### src/rtl/cpu_pkg.sv
// Shared CPU definitions: fetch FSM states, PC source encodings and the default reset PC.
package cpu_pkg;

   typedef enum logic [1:0] {
      IDLE  = 2'd0,
      FETCH = 2'd1,
      EXEC  = 2'd2
   } state_t;

   localparam logic [1:0] PCSRC_SEQ = 2'd0;
   localparam logic [1:0] PCSRC_BR  = 2'd1;
   localparam logic [1:0] PCSRC_J   = 2'd2;
   localparam logic [1:0] PCSRC_JR  = 2'd3;

   localparam logic [31:0] DEFAULT_RESET_PC = 32'h0000_0000;

endpackage

### src/rtl/fetch_pc_unit_if.sv
// Instruction-memory request/response bundle between the fetch unit and instruction memory.
interface fetch_pc_unit_if;

   logic        imem_req;
   logic [31:0] imem_addr;
   logic        imem_ready;
   logic [31:0] imem_rdata;

   modport master (
      output imem_req,
      output imem_addr,
      input  imem_ready,
      input  imem_rdata
   );

   modport slave (
      input  imem_req,
      input  imem_addr,
      output imem_ready,
      output imem_rdata
   );

endinterface

### src/rtl/next_pc_sel.sv
// Combinational next-PC selection; shared by the multicycle fetch unit and the single-cycle PC path.
module next_pc_sel
   import cpu_pkg::*;
(
   input  logic [31:0] PC,
   input  logic [31:0] IR,
   input  logic [1:0]  PCSrc,
   input  logic        Branch,
   input  logic        Zero,
   input  logic [31:0] rs_data,
   output logic [31:0] next_pc
);

   logic [31:0] pcPlus4;
   logic [31:0] brTarget;
   logic [31:0] jmpTarget;
   logic [31:0] jrTarget;
   logic        unusedBits;

   assign pcPlus4   = PC + 32'd4;
   assign brTarget  = pcPlus4 + {{14{IR[15]}}, IR[15:0], 2'b00};
   assign jmpTarget = {pcPlus4[31:28], IR[25:0], 2'b00};
   // Misaligned jr targets are silently aligned rather than trapped.
   assign jrTarget  = {rs_data[31:2], 2'b00};

   assign unusedBits = ^{IR[31:26], rs_data[1:0]};

   always_comb begin
      next_pc = pcPlus4;
      case (PCSrc)
         PCSRC_SEQ: next_pc = pcPlus4;
         PCSRC_BR:  next_pc = (Branch && Zero) ? brTarget : pcPlus4;
         PCSRC_J:   next_pc = jmpTarget;
         PCSRC_JR:  next_pc = jrTarget;
         default:   next_pc = pcPlus4;
      endcase
   end

endmodule

### src/rtl/fetch_pc_unit.sv
// Multicycle fetch stage: owns PC and IR, fetches from instruction memory and advances the PC
// once downstream reports the current instruction done.
module fetch_pc_unit
   import cpu_pkg::*;
#(
   parameter logic [31:0] RESET_PC = DEFAULT_RESET_PC
) (
   input  logic                   clk,
   input  logic                   reset,
   fetch_pc_unit_if.master        imem,
   output logic [31:0]            Instruction,
   output logic [5:0]             OpCode,
   output logic [5:0]             Funct,
   output logic [31:0]            PC,
   output logic [31:0]            PC_plus_4,
   output logic                   inst_valid,
   input  logic                   exec_done,
   input  logic                   stall,
   input  logic [1:0]             PCSrc,
   input  logic                   Branch,
   input  logic                   Zero,
   input  logic [31:0]            rs_data
);

   state_t      state;
   logic        fetchReq;
   logic [31:0] nextPc;

   assign imem.imem_req  = fetchReq;
   assign imem.imem_addr = PC;
   assign OpCode         = Instruction[31:26];
   assign Funct          = Instruction[5:0];
   assign PC_plus_4      = PC + 32'd4;

   next_pc_sel u_next_pc_sel (
      .PC      (PC),
      .IR      (Instruction),
      .PCSrc   (PCSrc),
      .Branch  (Branch),
      .Zero    (Zero),
      .rs_data (rs_data),
      .next_pc (nextPc)
   );

   // imem_req and inst_valid are registered alongside the state so nothing downstream
   // sees a combinational path from the memory side.
   always_ff @(posedge clk or negedge reset) begin
      if (!reset) begin
         state       <= IDLE;
         PC          <= RESET_PC;
         Instruction <= 32'h0000_0000;
         inst_valid  <= 1'b0;
         fetchReq    <= 1'b0;
      end else begin
         unique case (state)
            IDLE: begin
               state    <= FETCH;
               fetchReq <= 1'b1;
            end
            FETCH: begin
               if (imem.imem_ready) begin
                  Instruction <= imem.imem_rdata;
                  state       <= EXEC;
                  fetchReq    <= 1'b0;
                  inst_valid  <= 1'b1;
               end
            end
            EXEC: begin
               if (exec_done && !stall) begin
                  PC         <= nextPc;
                  state      <= FETCH;
                  fetchReq   <= 1'b1;
                  inst_valid <= 1'b0;
               end
            end
            default: begin
               state      <= IDLE;
               fetchReq   <= 1'b0;
               inst_valid <= 1'b0;
            end
         endcase
      end
   end

endmodule

### src/flat_wrapper.sv
// flat-port wrapper written by rule: the top's interface ports become plain ports
module fetch_pc_unit_flat import cpu_pkg::*;
#(
   parameter logic [31:0] RESET_PC = DEFAULT_RESET_PC
)
  (clk, reset, Instruction, OpCode, Funct, PC, PC_plus_4, inst_valid, exec_done, stall, PCSrc, Branch, Zero, rs_data, imem_imem_req, imem_imem_addr, imem_imem_ready, imem_imem_rdata);
  fetch_pc_unit_if imem_i ();
  input  logic clk;
  input  logic reset;
  output logic [31:0] Instruction;
  output logic [5:0] OpCode;
  output logic [5:0] Funct;
  output logic [31:0] PC;
  output logic [31:0] PC_plus_4;
  output logic inst_valid;
  input  logic exec_done;
  input  logic stall;
  input  logic [1:0] PCSrc;
  input  logic Branch;
  input  logic Zero;
  input  logic [31:0] rs_data;
  output wire logic [$bits(imem_i.imem_req)-1:0] imem_imem_req;
  output wire logic [$bits(imem_i.imem_addr)-1:0] imem_imem_addr;
  input wire logic [$bits(imem_i.imem_ready)-1:0] imem_imem_ready;
  input wire logic [$bits(imem_i.imem_rdata)-1:0] imem_imem_rdata;
  assign imem_imem_req = imem_i.imem_req;
  assign imem_imem_addr = imem_i.imem_addr;
  assign imem_i.imem_ready = imem_imem_ready;
  assign imem_i.imem_rdata = imem_imem_rdata;
  fetch_pc_unit #(.RESET_PC(RESET_PC)) u_core (.clk(clk), .reset(reset), .imem(imem_i), .Instruction(Instruction), .OpCode(OpCode), .Funct(Funct), .PC(PC), .PC_plus_4(PC_plus_4), .inst_valid(inst_valid), .exec_done(exec_done), .stall(stall), .PCSrc(PCSrc), .Branch(Branch), .Zero(Zero), .rs_data(rs_data));
endmodule
### config.mk
export PLATFORM = sky130hd
export DESIGN_NAME = fetch_pc_unit_flat
export DESIGN_NICKNAME = d
export VERILOG_FILES = /design/src/rtl/cpu_pkg.sv /design/src/rtl/fetch_pc_unit_if.sv /design/src/rtl/next_pc_sel.sv /design/src/rtl/fetch_pc_unit.sv /design/src/flat_wrapper.sv
export SDC_FILE = /design/constraint.sdc
export NUM_CORES = 1
export LEC_CHECK = 0
export ABC_AREA = 1
export BUFFER_PORTS_ARGS = -buffer_cell sky130_fd_sc_hd__buf_4
export CAP_MARGIN = 20
export CELL_PAD_IN_SITES_DETAIL_PLACEMENT = 1
export CELL_PAD_IN_SITES_GLOBAL_PLACEMENT = 1
export CORE_MARGIN = 5
export CORE_UTILIZATION = 36
export CTS_BUF_LIST = sky130_fd_sc_hd__clkbuf_16
export CTS_CLUSTER_DIAMETER = 40
export DETAILED_ROUTE_END_ITERATION = 7
export PLACE_DENSITY = 0.92
export SYNTH_ARGS = -nofsm -noshare
export SYNTH_HDL_FRONTEND = slang
export SYNTH_SLANG_ARGS = --single-unit
export TNS_END_PERCENT = 20
### constraint.sdc
create_clock -name clk -period 3 [get_ports clk]
set_input_delay 0.15 -clock clk [delete_from_list [all_inputs] [get_ports clk]]
set_output_delay 0.15 -clock clk [all_outputs]
set_load 0.01 [all_outputs]
==> impl_results.md <==
- Setup Skew: roughly 0.015 ns
- RR Startpoint: u_core.PC[14]$_DFFE_PN0P_
- Hold path start: imem_imem_rdata[9]
- Switching power: roughly 8700 uW
- Min Hold Slack: ~0.0054 ns
- CORE AREA: approximately 19000 um^2
- CTS H-tree depth: 3
- DR vias/cell: just under 6
- CP Cell Sequence: nand2_2, nor2_4, buf_4, nand2_2, nor2_8, xnor2_1, inv_2, ha_1, nand2_2, inv_1, nand2_1, nand2_1, inv_1, nand2_1, nor2_1, xor2_1, nand2_1, nand2_1, nand2_1, nand2_1, nand2_1
- Sequential cell area fraction in the yosys report: 0.232
- Most common cell after layout, fill and taps aside: buf_4
- Non-Filler Instances: approximately 1700
- Max-cap violations: 0
- # IOs: approximately 220
- First-pass GRT wire length: approximately 56000 um
- Final wirelength: roughly 43000 um
- Reg2reg end: u_core.PC[16]$_DFFE_PN0P_
- Clock tree sinks: 65
- Post-Syn Instances: approximately 1100
- Die area: ~22000 um^2
- Logic pwr share: 0.808
- Crit-path leading delay family: simple AND/OR/NAND/NOR gates
- DR vias: between 9000 and 10000
- Worst Reg-to-Reg Cells: 21
- Synth unique cells: 51
- Async SR Flop Fraction: 1.00
- Critical path peak fanout: 4
- DRC errors left: 0
- Crit-path max cell delay: about 0.43 ns
- Crit share post-route: 1.13
- Slew margin rel.: 0.334
- Crit Path Category: register to register
- Initial antenna violation count: 0
- Tot GR Track Use: 0.326
- Switch share: 0.544
- Clk pwr share: 0.068
- Critical Path Start: u_core.PC[14]$_DFFE_PN0P_
- Final Hold Fails: 0
- Synthesis-to-finish area growth: 57.6%
- DP Cell Count: roughly 1600
- Root Buffer: clkbuf_16
- Vias in the first global route: ~10000
- Status: complete, but fails checks
- Post-synth EDFFs: 0
- Antenna cells: 0
- Area of the multi-input gates: 5260 um^2
- Dpl hpwl: 25400 um
- Die Height: roughly 150 um
- Share of total power in sequential cells: 0.123
- Clock transition at path regs: approximately 0.070 ns
- Min-delay worst type: input port to register
- Crit path depth: 21
- Final setup fails: 23
- Starting density of the core: 0.362
- Placer Congestion: around 0.94
- VDD IR-drop max: 0.718 mV
- Syn_area_per_cell: between 6 and 7 um^2
- Critical Path AT: roughly 3.7 ns
- Gr ovfl total: 0
- Total Power: about 16000 uW
- Storage cell area: ~1600 um^2
- Nets: 1516
- # fillers: approximately 2500
- Critical path endpoint: u_core.PC[16]$_DFFE_PN0P_
- Unrepaired setup endpoints after global routing: true
- Layout cells sized above 1: 0.462
- Worst setup margin: -0.400 ns
- Num CTS Buffers: 9
- Violated checks: setup timing
- Warnings from Yosys: 0
- Die W: 149 um
- Worst Setup End Kind: register
- Number of detailed-route iterations in the first pass: 5
- Post-route ant nets: 0
- CTS tree: done
- Clk buf depth: 2
- Pin count of the biggest net entering global routing: 66
- Worst skew pair latency: 0.38 ns
- Worst-Margin Slew: about 1.0 ns
- Post-Syn Area: approximately 7000 um^2
- Pwr Density: approximately 1500 nW/um^2
- Max Clock Freq: 294 MHz
- DRT iter0 DRCs: between 800 and 900
- Worst reg2reg setup slack: -0.40 ns
- Commonest cells after routing, fill and taps aside: 373 x buf_4, 290 x nand2_1, 135 x inv_1
- Port bufs: between 200 and 250
- Period minus WS final: around 3.4 ns
- Row Count: just over 50
- Post-synth top flop: dfrtp_1
- Worst path bufs/invs: 4
- WL/cell: about 26 um
- Leakage: around 0.0057 uW
- Post-synthesis register bit count: 65
- CP dominant cell by count: nand2_1
- Internal Power: 7330 uW
- Slew Limit Fails: 0
- Startpoint Class: register
- Slowest cell on the critical path: dfrtp_2
- CP required: 3.25 ns
- Pre-CTS setup slack: -0.238 ns
==> state kept, by name (all words and copies together), names as in the netlist <==
register / cells
u_core.Instruction: 32
u_core.PC: 30
u_core.imem.imem_req: 1
u_core.inst_valid: 1
u_core.state: 1
==> metrics by stage <==
step                       util  area [um^2]  setup TNS [ns]
after CTS                 0.537        10400         -0.0625
after global placement    0.489         9460          -0.247
after global routing      0.571        11000           -8.24
after floorplan               -         7020               0
after detailed placement  0.489         9460           -2.45
final                     0.571        11000           -6.31
==> layer usage <==
| metal | share of wire | up-vias | global-route usage | wire length (um) |
|---|---|---|---|---|
| met4 | 0.093 | 0 | 0.221 | 3990 |
| met3 | 0.095 | 293 | 0.0715 | 4090 |
| li1 | - | 4031 | - | - |
| met2 | 0.48 | 779 | 0.569 | 20700 |
| met1 | 0.33 | 4699 | 0.352 | 14300 |
| met5 | 0 | - | 0 | 0 |
==> Yosys cell counts (13+ instances only) <==
master,instances,share of area
ha_1,35,0.063
dfrtp_1,65,0.23
mux2_2,30,0.048
nor2_1,80,0.043
buf_4,49,0.053
o21ai_0,26,0.019
xor2_1,20,0.025
inv_1,151,0.081
nand3_1,60,0.043
a221oi_1,13,0.016
nand2_1,345,0.18
a21oi_1,69,0.049
nand2_2,13,0.012
==> how the worst min path moves through the flow <==
| stage | endpoint | slack [ns] | depth (start not counted) |
|---|---|---|---|
| 3_3_place_gp | u_core.Instruction[27]$_DFFE_PN0P_ | 0.33 | 1 |
| 5_1_grt | u_core.Instruction[3]$_DFFE_PN0P_ | 0.02 | 2 |
| 4_1_cts | u_core.Instruction[0]$_DFFE_PN0P_ | 0.02 | 2 |
| 6_report | u_core.Instruction[9]$_DFFE_PN0P_ | 0.005 | 2 |
| 2_1_floorplan | u_core.Instruction[0]$_DFFE_PN0P_ | -0.15 | 0 |
| 3_5_place_dp | u_core.Instruction[26]$_DFFE_PN0P_ | 0.33 | 1 |
==> power by group through the flow <==
stage / clock [uW] / combinational (uW) / sequential [uW]
2_1_floorplan: 0 / 5070 / 2000
3_3_place_gp: 0 / 9110 / 1840
3_5_place_dp: 0 / 9530 / 1880
4_1_cts: 1040 / 10600 / 1930
5_1_grt: 1110 / 13600 / 2020
6_report: 1100 / 13000 / 1980
==> layout make-up <==
cell class / count / area share
Multi-Input combinational cell: 791 / 0.477
Tap cell: 265 / 0.0300
Inverter: 157 / 0.0534
Clock buffer: 9 / 0.0204
Timing Repair Buffer: 383 / 0.266
Sequential cell: 65 / 0.148
Clock inverter: 7 / 0.00499
==> logic make-up (layout without fill, tap and decap cells) <==
family,count (synthesis),count (layout),share of synthesized area
and+or+nand+nor,545,545,0.336
AOI/OAI and AO/OA,143,143,0.121
DFF,65,65,0.232
other,1,6,0.000536
muxes,30,30,0.0482
buffers and inverters,227,556,0.156
xor gates and xnor gates,31,31,0.0409
adders and majority gates,36,36,0.0654
==> worst register-to-register path: cells and delay by family (launching register included) <==
family,cells,cell delay [ns]
XOR/XNOR,2,0.42
adder cells (fa/ha/maj),1,0.33
buffers and inverters,4,0.41
flip-flops,1,0.43
AND/OR/NAND/NOR,14,1.68
==> what timing repair did <==
item / CTS / global route
gates cloned: 0 / 0
setup endpoints to repair: 21 / 23
hold endpoints to repair: 65 / 0
pin swaps: 23 / 36
setup buffers: 20 / 16
resized for setup: 98 / 132
hold buffers: 1 / 0
No activity file was read; power rests on OpenSTA's default activity.
